`src/rtl/color_detect_pkg.sv`:
```
// Shared types, default frame dimensions and the RGB565 -> RGB888 expansion
// used by the colour-detect pixel path.
package color_detect_pkg;

  localparam int DEF_H_ACTIVE  = 320;
  localparam int DEF_V_ACTIVE  = 240;
  localparam int DEF_LINE_GAP  = 16;
  localparam int DEF_FRAME_GAP = 32;
  localparam int DEF_MEM_LAT   = 1;
  localparam int DEF_ADDR_W    = 17;

  localparam int COORD_W = 10;
  localparam int GAP_W   = 16;

  typedef enum logic [2:0] {
    ST_IDLE,
    ST_SOF,
    ST_ACTIVE,
    ST_LGAP,
    ST_FGAP
  } streamer_state_t;

  typedef struct packed {
    logic [7:0] r;
    logic [7:0] g;
    logic [7:0] b;
  } rgb888_t;

  typedef struct packed {
    logic               sof;
    logic               valid;
    logic               last;
    logic [COORD_W-1:0] x;
    logic [COORD_W-1:0] y;
  } pixel_tag_t;

  // MSB replication so that full-scale 565 maps to full-scale 888
  function automatic rgb888_t rgb565_to_888(input logic [15:0] d);
    rgb888_t c;
    c.r = {d[15:11], d[15:13]};
    c.g = {d[10:5],  d[10:9]};
    c.b = {d[4:0],   d[4:2]};
    return c;
  endfunction

endpackage

```
`src/rtl/pixel_delay_line.sv`:
```
// Fixed-depth shift register that carries per-read pixel tags alongside the
// frame-buffer read latency.
module pixel_delay_line
  import color_detect_pkg::*;
#(
  parameter int DEPTH = 1
) (
  input  logic       clk,
  input  logic       reset_n,
  input  pixel_tag_t tag_in,
  output pixel_tag_t tag_out
);

  pixel_tag_t stage [DEPTH];

  always_ff @(posedge clk or negedge reset_n) begin
    if (!reset_n) begin
      for (int i = 0; i < DEPTH; i++) stage[i] <= '0;
    end else begin
      stage[0] <= tag_in;
      for (int i = 1; i < DEPTH; i++) stage[i] <= stage[i-1];
    end
  end

  assign tag_out = stage[DEPTH-1];

endmodule

```
`src/rtl/roi_pixel_streamer.sv`:
```
// Raster-scans one frame out of the frame buffer and streams RGB888 pixels
// with coordinates. ROI_STREAMER_TEST_PATTERN_EN adds a colour-bar source.
//
// state  | meaning
// IDLE   | waiting for enable && frame_ready
// SOF    | one cycle, clears x/y/addr, launches frame_start
// ACTIVE | one read per cycle along the current line
// LGAP   | idle cycles between lines
// FGAP   | idle cycles after the last line
module roi_pixel_streamer
  import color_detect_pkg::*;
#(
  parameter int H_ACTIVE  = DEF_H_ACTIVE,
  parameter int V_ACTIVE  = DEF_V_ACTIVE,
  parameter int LINE_GAP  = DEF_LINE_GAP,
  parameter int FRAME_GAP = DEF_FRAME_GAP,
  parameter int MEM_LAT   = DEF_MEM_LAT,
  parameter int ADDR_W    = DEF_ADDR_W
) (
  input  logic              clk,
  input  logic              reset_n,
  input  logic              enable,
  input  logic              frame_ready,
`ifdef ROI_STREAMER_TEST_PATTERN_EN
  input  logic              test_pattern,
`endif
  output logic              mem_rd_en,
  output logic [ADDR_W-1:0] mem_addr,
  input  logic [15:0]       mem_rdata,
  output logic              frame_start,
  output logic              pixel_valid,
  output logic [9:0]        x_coord,
  output logic [9:0]        y_coord,
  output logic [7:0]        pixel_r,
  output logic [7:0]        pixel_g,
  output logic [7:0]        pixel_b,
  output logic              frame_done,
  output logic              busy
);

  localparam logic [COORD_W-1:0] X_LAST  = COORD_W'(H_ACTIVE - 1);
  localparam logic [COORD_W-1:0] Y_LAST  = COORD_W'(V_ACTIVE - 1);
  localparam logic [GAP_W-1:0]   LG_LOAD = GAP_W'((LINE_GAP  > 0) ? LINE_GAP  - 1 : 0);
  localparam logic [GAP_W-1:0]   FG_LOAD = GAP_W'((FRAME_GAP > 0) ? FRAME_GAP - 1 : 0);

  streamer_state_t    state, state_nxt;
  logic [COORD_W-1:0] x, y;
  logic [ADDR_W-1:0]  addr;
  logic [GAP_W-1:0]   gap_cnt;
  logic               sof;
  logic               frame_end;
  logic               last_q;
  pixel_tag_t         tag_in, tag_out;
  rgb888_t            pix_rgb;

  assign frame_end = (state == ST_ACTIVE) && (x == X_LAST) && (y == Y_LAST);
  assign mem_addr  = addr;

  always_ff @(posedge clk or negedge reset_n) begin
    if (!reset_n) state <= ST_IDLE;
    else          state <= state_nxt;
  end

  always_comb begin
    state_nxt = state;
    case (state)
      ST_IDLE:   if (enable && frame_ready) state_nxt = ST_SOF;
      ST_SOF:    state_nxt = ST_ACTIVE;
      ST_ACTIVE: begin
        if (x == X_LAST) begin
          if (y != Y_LAST)        state_nxt = (LINE_GAP == 0) ? ST_ACTIVE : ST_LGAP;
          else if (FRAME_GAP != 0) state_nxt = ST_FGAP;
          else                    state_nxt = (enable && frame_ready) ? ST_SOF : ST_IDLE;
        end
      end
      ST_LGAP:   if (gap_cnt == '0) state_nxt = ST_ACTIVE;
      ST_FGAP:   if (gap_cnt == '0) state_nxt = (enable && frame_ready) ? ST_SOF : ST_IDLE;
      default:   state_nxt = ST_IDLE;
    endcase
  end

  always_comb begin
    mem_rd_en = (state == ST_ACTIVE);
    sof       = (state == ST_SOF);
    busy      = (state != ST_IDLE);
  end

  // addr stops on the last pixel so it never points past the frame
  always_ff @(posedge clk or negedge reset_n) begin
    if (!reset_n) begin
      x       <= '0;
      y       <= '0;
      addr    <= '0;
      gap_cnt <= '0;
    end else begin
      case (state)
        ST_SOF: begin
          x    <= '0;
          y    <= '0;
          addr <= '0;
        end
        ST_ACTIVE: begin
          if (x != X_LAST) begin
            x    <= x + 1'b1;
            addr <= addr + 1'b1;
          end else if (y != Y_LAST) begin
            addr <= addr + 1'b1;
            if (LINE_GAP == 0) begin
              x <= '0;
              y <= y + 1'b1;
            end else begin
              gap_cnt <= LG_LOAD;
            end
          end else begin
            gap_cnt <= FG_LOAD;
          end
        end
        ST_LGAP: begin
          if (gap_cnt == '0) begin
            x <= '0;
            y <= y + 1'b1;
          end else begin
            gap_cnt <= gap_cnt - 1'b1;
          end
        end
        ST_FGAP: if (gap_cnt != '0) gap_cnt <= gap_cnt - 1'b1;
        default: ;
      endcase
    end
  end

  assign tag_in = '{sof: sof, valid: mem_rd_en, last: frame_end, x: x, y: y};

  pixel_delay_line #(.DEPTH(MEM_LAT)) u_delay (
    .clk     (clk),
    .reset_n (reset_n),
    .tag_in  (tag_in),
    .tag_out (tag_out)
  );

`ifdef ROI_STREAMER_TEST_PATTERN_EN
  localparam logic [COORD_W-1:0] BAR1 = COORD_W'(V_ACTIVE / 3);
  localparam logic [COORD_W-1:0] BAR2 = COORD_W'((2 * V_ACTIVE) / 3);
  logic tp_q;

  always_ff @(posedge clk or negedge reset_n) begin
    if (!reset_n)          tp_q <= 1'b0;
    else if (state == ST_SOF) tp_q <= test_pattern;
  end

  always_comb begin
    pix_rgb = rgb565_to_888(mem_rdata);
    if (tp_q) begin
      if (tag_out.y < BAR1)      pix_rgb = '{r: 8'hFF, g: 8'h00, b: 8'h00};
      else if (tag_out.y < BAR2) pix_rgb = '{r: 8'h00, g: 8'hFF, b: 8'h00};
      else                       pix_rgb = '{r: 8'h00, g: 8'h00, b: 8'hFF};
    end
  end
`else
  assign pix_rgb = rgb565_to_888(mem_rdata);
`endif

  // final pipeline stage: read data is captured here, MEM_LAT cycles after the strobe
  always_ff @(posedge clk or negedge reset_n) begin
    if (!reset_n) begin
      frame_start <= 1'b0;
      pixel_valid <= 1'b0;
      last_q      <= 1'b0;
      frame_done  <= 1'b0;
      x_coord     <= '0;
      y_coord     <= '0;
      pixel_r     <= '0;
      pixel_g     <= '0;
      pixel_b     <= '0;
    end else begin
      frame_start <= tag_out.sof;
      pixel_valid <= tag_out.valid;
      last_q      <= tag_out.valid && tag_out.last;
      frame_done  <= last_q;
      if (tag_out.valid) begin
        x_coord <= tag_out.x;
        y_coord <= tag_out.y;
        pixel_r <= pix_rgb.r;
        pixel_g <= pix_rgb.g;
        pixel_b <= pix_rgb.b;
      end
    end
  end

endmodule
```
`config.mk`:
```
export PLATFORM = sky130hd
export DESIGN_NAME = roi_pixel_streamer
export DESIGN_NICKNAME = d
export VERILOG_FILES = /design/src/rtl/color_detect_pkg.sv /design/src/rtl/pixel_delay_line.sv /design/src/rtl/roi_pixel_streamer.sv
export SDC_FILE = /design/constraint.sdc
export NUM_CORES = 1
export LEC_CHECK = 0
export CAP_MARGIN = 0
export CORE_ASPECT_RATIO = 1.2
export CORE_MARGIN = 1.5
export CORE_UTILIZATION = 40
export CTS_CLUSTER_SIZE = 28
export DETAILED_ROUTE_END_ITERATION = 10
export GPL_ROUTABILITY_DRIVEN = 0
export SLEW_MARGIN = 20
export SYNTH_ARGS = -nofsm -noshare
export SYNTH_HDL_FRONTEND = slang
export SYNTH_SLANG_ARGS = --single-unit
```
`constraint.sdc`:
```
create_clock -name clk -period 3 [get_ports clk]
set_clock_uncertainty 0.15 [all_clocks]
set_input_delay 0.45 -clock clk [delete_from_list [all_inputs] [get_ports clk]]
set_output_delay 0.45 -clock clk [all_outputs]
set_load 0.05 [all_outputs]
```
**Yosys cells after proc, flatten, opt, wreduce, memory -nomap -nowiden**

Cells that the tools add are included.

- Bits of input ports: 20
- Flip-flop bits (word level): 127
- Word-level logic and storage cells: 77
- Output and inout port bits: 66

- Equality and inequality tests: 17
- Reductions and logical operators: 17
- Add/subtract/negate cells: 4
- Multiplexer cells: 20

Operator list:

| cell | number |
|---|---|
| 2-to-1 mux 16 bit | 3 |
| one-hot mux 16 bit (3 select lines) | 1 |
| 2-to-1 mux 17 bit | 2 |
| one-hot mux 17 bit (2 select lines) | 1 |
| 2-to-1 mux 10 bit | 3 |
| one-hot mux 10 bit (3 select lines) | 1 |
| adder 10 x 1 -> 10 bit (second input constant) | 2 |
| one-hot mux 10 bit (2 select lines) | 1 |
| adder 17 x 1 -> 17 bit (second input constant) | 1 |
| logical NOT 16 bit | 1 |
| nonzero test 16 bit | 1 |
| subtractor 16 x 1 -> 16 bit (second input constant) | 1 |
| 2-to-1 mux 3 bit | 5 |
| one-hot mux 3 bit (5 select lines) | 1 |
| inequality test 2 bit (second input constant) | 6 |
| equality test 10 x 8 -> 1 bit (second input constant) | 1 |
| equality test 10 x 9 -> 1 bit (second input constant) | 1 |
| inequality test 10 x 8 -> 1 bit (second input constant) | 1 |
| inequality test 10 x 9 -> 1 bit (second input constant) | 1 |
| nonzero test 3 bit | 3 |
| AND reduction 4 bit | 2 |
| equality test 3 x 2 -> 1 bit (second input constant) | 2 |
| 2-to-1 mux 5 bit | 1 |
| logical AND 1 bit | 4 |
| other kinds (9) | 12 |

**Depth between registers and ports, before layout**

Gate-level depths: netlist (run 1).

- Depth after elaboration: 4
- Depth in mapped cells: 8

**Cells and area by module**

A second synthesis (run 1) with hierarchy kept.

- Cells, all modules: 454
- Area total of the unflattened synthesis: 5,215.0 um2

Modules (own cells, without submodules):

| module | seq. area each (um2) | area an instance (um2) | cells an instance | times used |
|---|---|---|---|---|
| roi_pixel_streamer | 2,402.3 | 4,639.4 | 431 | 1 |
| pixel_delay_line | 575.6 | 575.6 | 23 | 1 |

**Worst setup path after synthesis (run 1)**

OpenSTA, ideal clock, no wires.

- Path type: flip-flop to flip-flop
- Start point: reg x[6]
- End point: reg gap_cnt[11]
- Slack: 0.692 ns
- Data arrival time: 2.022 ns
- Clock period less this slack: 2.308 ns
- Stages on the path, launching flop included: 8
- Library setup time: 0.136 ns
- Cells stage by stage: dfrtp_1 -> or4b_1 -> buf_2 -> nor4_4 -> a21oi_2 -> clkbuf_1 -> o41ai_1 -> a21oi_1

- Word-level cells in the longest chain between the ends: 3

Ends and longest elaborated chain:

| element | RTL line | text |
|---|---|---|
| from (decl) | roi_pixel_streamer.sv:47 | `logic [COORD_W-1:0] x, y;` |
| from (signal assigned) | roi_pixel_streamer.sv:104 | `x <= x + 1'b1;` |
| inequality test 10 x 9 -> 1 bit | roi_pixel_streamer.sv:103 | `if (x != X_LAST) begin` |
| inequality test 2 bit (no source line) | -- |  |
| AND reduction 4 bit (no source line) | -- |  |
| to (signal assigned) | roi_pixel_streamer.sv:123 | `gap_cnt <= gap_cnt - 1'b1;` |
| to (signal assigned) | roi_pixel_streamer.sv:126 | `ST_FGAP: if (gap_cnt != '0) gap_cnt <= gap_cnt - 1'b1;` |
| to (decl) | roi_pixel_streamer.sv:49 | `logic [GAP_W-1:0] gap_cnt;` |

No other way between the ends.
A chain may end at the register's enable or synchronous reset.

**Worst setup path in the final report (run 1)**

- Start point: reg state[0]
- End point: out mem_rd_en

- Word-level cells in the longest chain between the ends: 1

Ends and longest elaborated chain:

| element | RTL line | text |
|---|---|---|
| from (decl) | roi_pixel_streamer.sv:46 | `streamer_state_t state, state_nxt;` |
| from (signal assigned) | roi_pixel_streamer.sv:61 | `else state <= state_nxt;` |
| equality test 3 x 2 -> 1 bit | roi_pixel_streamer.sv:83 | `mem_rd_en = (state == ST_ACTIVE);` |
| to (decl) | roi_pixel_streamer.sv:27 | `output logic mem_rd_en,` |

No other way between the ends.

==> results of run 1 <==
[cells in the final DEF, fill, tap and decap left out, types with 13 or more instances in the layout]
cell type        instances
o31ai_1                 15
o21ai_0                 22
or4_1                   13
nor2_1                  26
a21oi_1                 22
mux2_2                  37
nand3_1                 18
clkbuf_16               17
buf_4                   14
nand2_1                 25
dfrtp_1                119
clkdlybuf4s50_1         83
[repair_timing]
| action | 4_1_cts | 5_1_grt |
|---|---|---|
| gates resized for setup | 0 | 0 |
| endpoints found under the hold margin | 44 | 0 |
| hold buffers | 1 | 0 |
[flip-flops by register name, indices dropped and copies added (netlist names)]
signal / count
frame_done: 1
frame_start: 1
gap_cnt: 16
last_q: 1
mem_addr: 17
pixel_b: 5
pixel_g: 6
pixel_r: 5
pixel_valid: 1
state: 3
u_delay.tag_out: 23
x: 10
x_coord: 10
y: 10
y_coord: 10
[kinds of logic (layout without fill, tap and decap cells)]
logic type      after synthesis  after routing  synth area share [%]
compound gates              105            105                 13.26
xor+xnor                     10             10                 1.682
fa+ha+maj                     4              4                0.9611
buf+inv                      41            144                 3.748
flops                       119            119                 57.18
mux                          38             38                 8.193
simple gates                133            133                 14.97
[layout make-up]
type	count	area, sq um	share of cell area, %
Inverter	12	45.04	0.6573
Clock inverter	14	175.2	2.556
Multi-Input combinational cell	290	2034	29.69
Timing Repair Buffer	100	985.9	14.39
Clock buffer	18	429.2	6.263
Sequential cell	119	2978	43.45
Tap cell	164	205.2	2.994
[worst max path at each step]
stage | startpoint | endpoint | slack (ns) | cells after the start
floorplan | x[6] | gap_cnt[11] | 0.69 | 7
global placement | x[6] | gap_cnt[13] | 0.46 | 5
detailed placement | x[6] | gap_cnt[13] | 0.41 | 5
CTS | state[0] | mem_rd_en | 0.34 | 5
global route | state[0] | mem_rd_en | 0.26 | 5
finish | state[0] | mem_rd_en | 0.34 | 5
[metal layers]
layer  global-route usage [%]  share of wire [%]  routed length, microns  vias to the layer above
met5                        0                  0                       0                        -
met4                    7.922                1.8                     201                        0
met3                    5.084                5.8                     653                       18
met2                    27.91                 48                    5398                      128
met1                    22.97                 45                    5041                     1985
li1                         -                  -                       -                     1858
[power groups by stage]
stage	combinational, W	clock, W	sequential, W
6_report	0.00225	0.00205	0.00226
5_1_grt	0.00242	0.00218	0.00232
4_1_cts	0.00227	0.00210	0.00226
3_5_place_dp	0.00226	0	0.00228
3_3_place_gp	0.00223	0	0.00227
2_1_floorplan	0.00113	0	0.00273
[worst max-delay path, delay by kind of cell, from the launching register on]
kind | cells | cell delay [ns]
buf+inv | 4 | 0.70
simple gates | 1 | 0.45
flops | 1 | 0.50
[per-stage QoR]
stage / hold WS (ns) / instances / util [%] / cell area (sq um) / power, W
global route: 0.2144 / 717 / 54.09 / 6853 / 0.006913
global placement: 0.1844 / 684 / 49.24 / 6238 / 0.004497
finish: 0.1969 / 717 / 54.09 / 6853 / 0.006564
CTS: 0.1978 / 717 / 54.09 / 6853 / 0.006626
floorplan: 0.004409 / 450 / - / 5207 / 0.003862
detailed placement: 0.1847 / 684 / 49.24 / 6238 / 0.004542
==> reports/results.txt, run 1 <==
Sequential Power Share -> 34.5%
Worst-Skew Late Latency -> 0.40 ns
Post-Synthesis Cells -> 450
Clock root cell -> clkbuf_16
Average size of a mapped cell -> 11.57 sq um
Type of element capturing the critical path -> output port
Unrepaired setup endpoints after global routing -> false
Hold Path Stages -> 0
Clock tree from TritonCTS -> yes
Antenna violations before repair -> 0
Post-Synthesis Cell Area -> 0.005207 sq mm
Cell type contributing the most total cell area after synthesis -> dfrtp_1
Share of the clock period used by the worst path after layout -> 88.64%
Final-report setup violation count -> 0
CTS HTree Levels -> 4
Via/cell ratio -> 5.563
Headroom to the max-slew limit -> 54.19%
Total core area -> 0.01267 sq mm
Post-route DRC violation count -> 0
Setup bufs post-CTS -> 0
Number of maximum-capacitance constraint violations -> 0
Endpoint, Worst Hold -> frame_start
Routed len/inst -> 15.75 microns
Vias in the first global route -> 3889
RR Endpoint -> gap_cnt[13]
Flop-to-flop setup slack -> 0.41 ns
Die width -> 107.2 microns
Clock share of power -> 31.2%
Height of the die -> 128.0 microns
Crit path time final -> 2.659 ns
Post-synthesis sequential area ratio -> 57.18%
Post-DP HPWL -> 7.713 mm
Maximum clock path buffer count -> 2
P_sw -> 0.002460 W
Worst hold path startpoint -> u_delay.tag_out[22]
Detailed Routing Iterations Pass 1 -> 4
P&R area growth vs syn -> 31.60%
Synthesized Nets -> 474
Async SR Flop Fraction -> 100.0%
Run status -> finished, final reports clean
Highest fanout seen on the critical path -> 13
Initial core utilization -> 41.11%
Crit path cell chain -> or3b_1 > buf_4 > inv_1 > buf_4 > buf_12
# clock sinks -> 119
Wire length of the first global-routing pass -> 19.32 mm
Power Density -> 957.8 mW/mm^2
Setup WS post-layout -> 0.3409 ns
Post-placement worst setup slack -> 0.4096 ns
Count of synthesis-stage warnings from yosys -> 0
Clock input transition at the sequential cells of the worst setup and hold paths -> 0.06 ns
Total via count in the routed design -> 3989
Ant. Diodes -> 0
Row count -> 45
Primary FF master, synth -> dfrtp_1
Internal power summed over all cells -> 0.004104 W
Number of antenna-violating nets in the routed design -> 0
Detailed Route Iter0 Violations -> 229
Largest stage delay, worst path -> 0.50 ns
Top cells by area in the synthesized netlist -> dfrtp_1 (57%), mux2_2 (8.0%), o31ai_1 (2.2%)
Slew Viols, Final -> 0
Number of buffers inserted by port buffering -> 85
Setup CP Type -> reg2out
I/O pins -> 86
EDFF count, synth -> 0
Count of state elements after synthesis -> 119
Worst min path class -> reg2reg
IR Drop Worst-Case VDD -> 629.5 uV
Hold Violations, Final -> 0
Die area -> 0.01372 sq mm
Critical path startpoint category -> flop
Number of unique standard cell types used by synthesis -> 58
Pin count of the biggest net entering global routing -> 48
Proportion of total power due to net switching -> 37.47%
Commonest cells post-synth -> dfrtp_1 (119), mux2_2 (37), nor2_1 (26), nand2_1 (25)
Critical Path Slowest Stage Cell -> dfrtp_1
Total overflow reported by the global router -> 0
Slew at the pin closest to its max-slew limit -> 0.6858 ns
Final layout net count -> 564
Top cell type's share of synthesized area -> 57.18%
Cell with the most instances after synthesis -> dfrtp_1
Tot GR Track Use -> 17.82%
Most common cell on crit path -> buf_4
Combinational power share -> 34.3%
Required arrival time at the worst endpoint -> 2.40 ns
Final TNS setup -> 0 ns
Proportion of layout cells with a drive suffix above 1 -> 17.18%
Clock buffer count from CTS -> 17
Maximum clock frequency -> 376.1 MHz
Routed wire length -> 11.29 mm
Standby leakage power -> 2.889 nW
Origin of the critical flop-to-flop path -> x[6]
Fillers -> 1093
Number of cells on the worst reg-to-reg path -> 5
Arrival time of the worst setup path -> 2.06 ns
(Power assumes the default switching activity.)
==> run 2, diff against run 1 <==
--- a/config.mk
+++ b/config.mk
@@ -15,4 +15,5 @@
 export SLEW_MARGIN = 20
 export SYNTH_ARGS = -nofsm -noshare
 export SYNTH_HDL_FRONTEND = slang
+export SYNTH_HIERARCHICAL = 1
 export SYNTH_SLANG_ARGS = --single-unit
==> run 2 against run 1 <==
Final cell count increased by 0.28%. Via count is 2.8% lower. Power fell by 40%. Clock-buffer cell count increased by 5. Critical path type is now reg2reg. Largest cell class unchanged. Highest routed layer unchanged.
==> reports/results.txt, run 2 <==
Run status -> finished, final reports clean
Final-report setup violation count -> 0
Number of antenna-violating nets in the routed design -> 0
Routed len/inst -> 15.50 microns
Top library cells by usage in the layout, fill and taps aside -> dfrtp_1 (119), clkdlybuf4s50_1 (83), nor2_1 (41)
Clock input transition at the sequential cells of the worst setup and hold paths -> 0.05 ns
CP Buf/Inv Count -> 1
Power Density -> 574.4 mW/mm^2
Crit path cell chain -> inv_1 > ha_1 > or3b_2 > or4_4 > a2111oi_2 > xnor2_1 > nor2_1
Count of synthesis-stage warnings from yosys -> 6
Number of buffers inserted by port buffering -> 85
Ant. Diodes -> 0
Average size of a mapped cell -> 11.49 sq um
Detailed Routing Iterations Pass 1 -> 4
Hold Violations, Final -> 0
Final layout net count -> 567
I/O pins -> 86
Total overflow reported by the global router -> 0
Number of maximum-capacitance constraint violations -> 0
Commonest cells post-synth -> dfrtp_1 (119), nor2_1 (41), mux2_2 (39), o21ai_0 (28), nand2_1 (24)
Die width -> 107.2 microns
Critical Path Slowest Stage Cell -> or4_4
Total via count in the routed design -> 3877
Top cells by area in the synthesized netlist -> dfrtp_1 (57%), mux2_2 (8.4%), xor2_1 (3.2%)
Total core area -> 0.01267 sq mm
Pin count of the biggest net entering global routing -> 55
Cell family with the largest share of critical-path delay -> simple AND/OR/NAND/NOR gates
Cell with the most instances after synthesis -> dfrtp_1
Slew at the pin closest to its max-slew limit -> 0.5442 ns
Number of placed instances, taps included -> 687
Worst path depth -> 7
Share of the clock period used by the worst path after layout -> 92.28%
Worst-Skew Late Latency -> 0.40 ns
Arrival time of the worst setup path -> 2.90 ns
Required arrival time at the worst endpoint -> 3.13 ns
Final cell count without fillers -> 719
P&R area growth vs syn -> 31.96%
Critical path startpoint category -> flop
Largest stage delay, worst path -> 0.67 ns
# clock sinks -> 119
Highest fanout seen on the critical path -> 22
Post-synthesis sequential area ratio -> 57.10%
EDFF count, synth -> 0
Height of the die -> 128.1 microns
Unrepaired setup endpoints after global routing -> false
Cell type contributing the most total cell area after synthesis -> dfrtp_1
Crit path time final -> 2.768 ns
Post-DP HPWL -> 7.449 mm
Type of element capturing the critical path -> flop
Post-Synthesis Cells -> 454
Post-route DRC violation count -> 0
Detailed Route Iter0 Violations -> 177
Primary FF master, synth -> dfrtp_1
Post-Synthesis Cell Area -> 0.005215 sq mm
Vias in the first global route -> 3935
Routed wire length -> 11.15 mm
Headroom to the max-slew limit -> 63.58%
Synthesized Nets -> 478
Row count -> 45
Tot GR Track Use -> 17.31%
Final TNS setup -> 0 ns
CTS HTree Levels -> 4
Setup CP Type -> reg2reg
Antenna violations before repair -> 0
Proportion of layout cells with a drive suffix above 1 -> 16.94%
Die area -> 0.01373 sq mm
Worst min path class -> reg2reg
Via/cell ratio -> 5.392
Clock buffer count from CTS -> 17
Maximum clock frequency -> 361.2 MHz
Maximum clock path buffer count -> 2
Clock tree from TritonCTS -> yes
Initial core utilization -> 41.17%
Clock root cell -> clkbuf_16
Slew Viols, Final -> 0
Most common cell after layout, fill and taps aside -> dfrtp_1
Hold Path Stages -> 0
Top cell type's share of synthesized area -> 57.10%
Number of unique standard cell types used by synthesis -> 49
Standby leakage power -> 3.034 nW
IR Drop Worst-Case VDD -> 459.4 uV
Flip-flop count of the largest register, all copies and words added -> 23
Wire length of the first global-routing pass -> 18.74 mm
Number of cells on the worst reg-to-reg path -> 7
Count of state elements after synthesis -> 119
Async SR Flop Fraction -> 100.0%
run 2: worst register-to-register path: cells and delay by family, from the launching register on:
kind,cells,cell delay [ns]
and+or+nand+nor,3,1.22
adders and majority gates,1,0.21
AOI/OAI and AO/OA,1,0.45
buffers and inverters,1,0.09
xor gates and xnor gates,1,0.16
DFF,1,0.37
run 2: final cells by class:
cell class | count | area, sq um
multi-input cells | 300 | 2069
clock inverters | 8 | 143.9
inverters | 7 | 26.28
fillers | 1125 | 5787
repair buffers | 98 | 970.9
well taps | 164 | 205.2
flip-flops and latches | 119 | 2978
clock buffers | 23 | 488.0
run 2: timing repair:
item / 4_1_cts / 5_1_grt
hold buffers: 1 / 0
buffers inserted: 0 / 0
gates resized for setup: 0 / 1
endpoints found under the setup margin: 0 / 1
endpoints found under the hold margin: 36 / 0
run 2: per-stage QoR:
step	total power [W]	setup WS (ns)	hold slack [ns]	utilization (%)	instance area, sq um
3_5_place_dp	0.001817	0.1919	0.1847	49.22	6236
4_1_cts	0.003996	0.1834	0.1954	54.29	6878
6_report	0.003953	0.2315	0.1985	54.32	6882
3_3_place_gp	0.001816	0.2684	0.1840	49.22	6236
2_1_floorplan	0.001729	0.4255	0.004409	-	5215
5_1_grt	0.004079	0.1133	0.2142	54.32	6882
run 2: metal layers:
metal  vias up  part of all wire, %  track usage, %
met2       103                   49           28.33
met3        11                  5.5           4.321
met1      1954                   44           21.92
met5         -                    0               0
met4         0                  1.2           6.980
li1       1809                    -               -
run 2: final timing paths:
check	from	end	slack, ns
max in group asynchronous	reset_n	x_coord[2]	1.53
max	gap_cnt[0]	y[9]	0.23
max reg2reg	gap_cnt[0]	y[9]	0.23
min in group asynchronous	reset_n	pixel_r[6]	0.40
min reg2reg	u_delay/tag_out[22]	frame_start	0.20
min	u_delay/tag_out[22]	frame_start	0.20
run 2: cell families after synthesis:
| kind of cell | count (synthesis) | synth area share, % |
|---|---|---|
| compound gates | 75 | 9.909 |
| mux | 41 | 8.805 |
| flops | 119 | 57.10 |
| xor+xnor | 26 | 4.367 |
| simple gates | 154 | 15.57 |
| fa+ha+maj | 4 | 0.9597 |
| buf+inv | 35 | 3.287 |
run 2: power breakdown:
part           switching, W  leakage, nW  total [W]  internal (W)
clock              0.000695        0.313    0.00217       0.00147
sequential       0.00000600         1.55    0.00162       0.00162
combinational      0.000103         1.17   0.000163     0.0000602
==> run 3, diff against run 2 <==
--- a/config.mk
+++ b/config.mk
@@ -5,6 +5,7 @@
 export SDC_FILE = /design/constraint.sdc
 export NUM_CORES = 1
 export LEC_CHECK = 0
+export ABC_CLOCK_PERIOD_IN_PS = 3000
 export CAP_MARGIN = 0
 export CORE_ASPECT_RATIO = 1.2
 export CORE_MARGIN = 1.5
@@ -12,7 +13,7 @@
 export CTS_CLUSTER_SIZE = 28
 export DETAILED_ROUTE_END_ITERATION = 10
 export GPL_ROUTABILITY_DRIVEN = 0
-export SLEW_MARGIN = 20
+export SLEW_MARGIN = 10
 export SYNTH_ARGS = -nofsm -noshare
 export SYNTH_HDL_FRONTEND = slang
 export SYNTH_HIERARCHICAL = 1
==> results of run 3 <==
The final DEF is identical to that of run 2; final timing and power are the same.
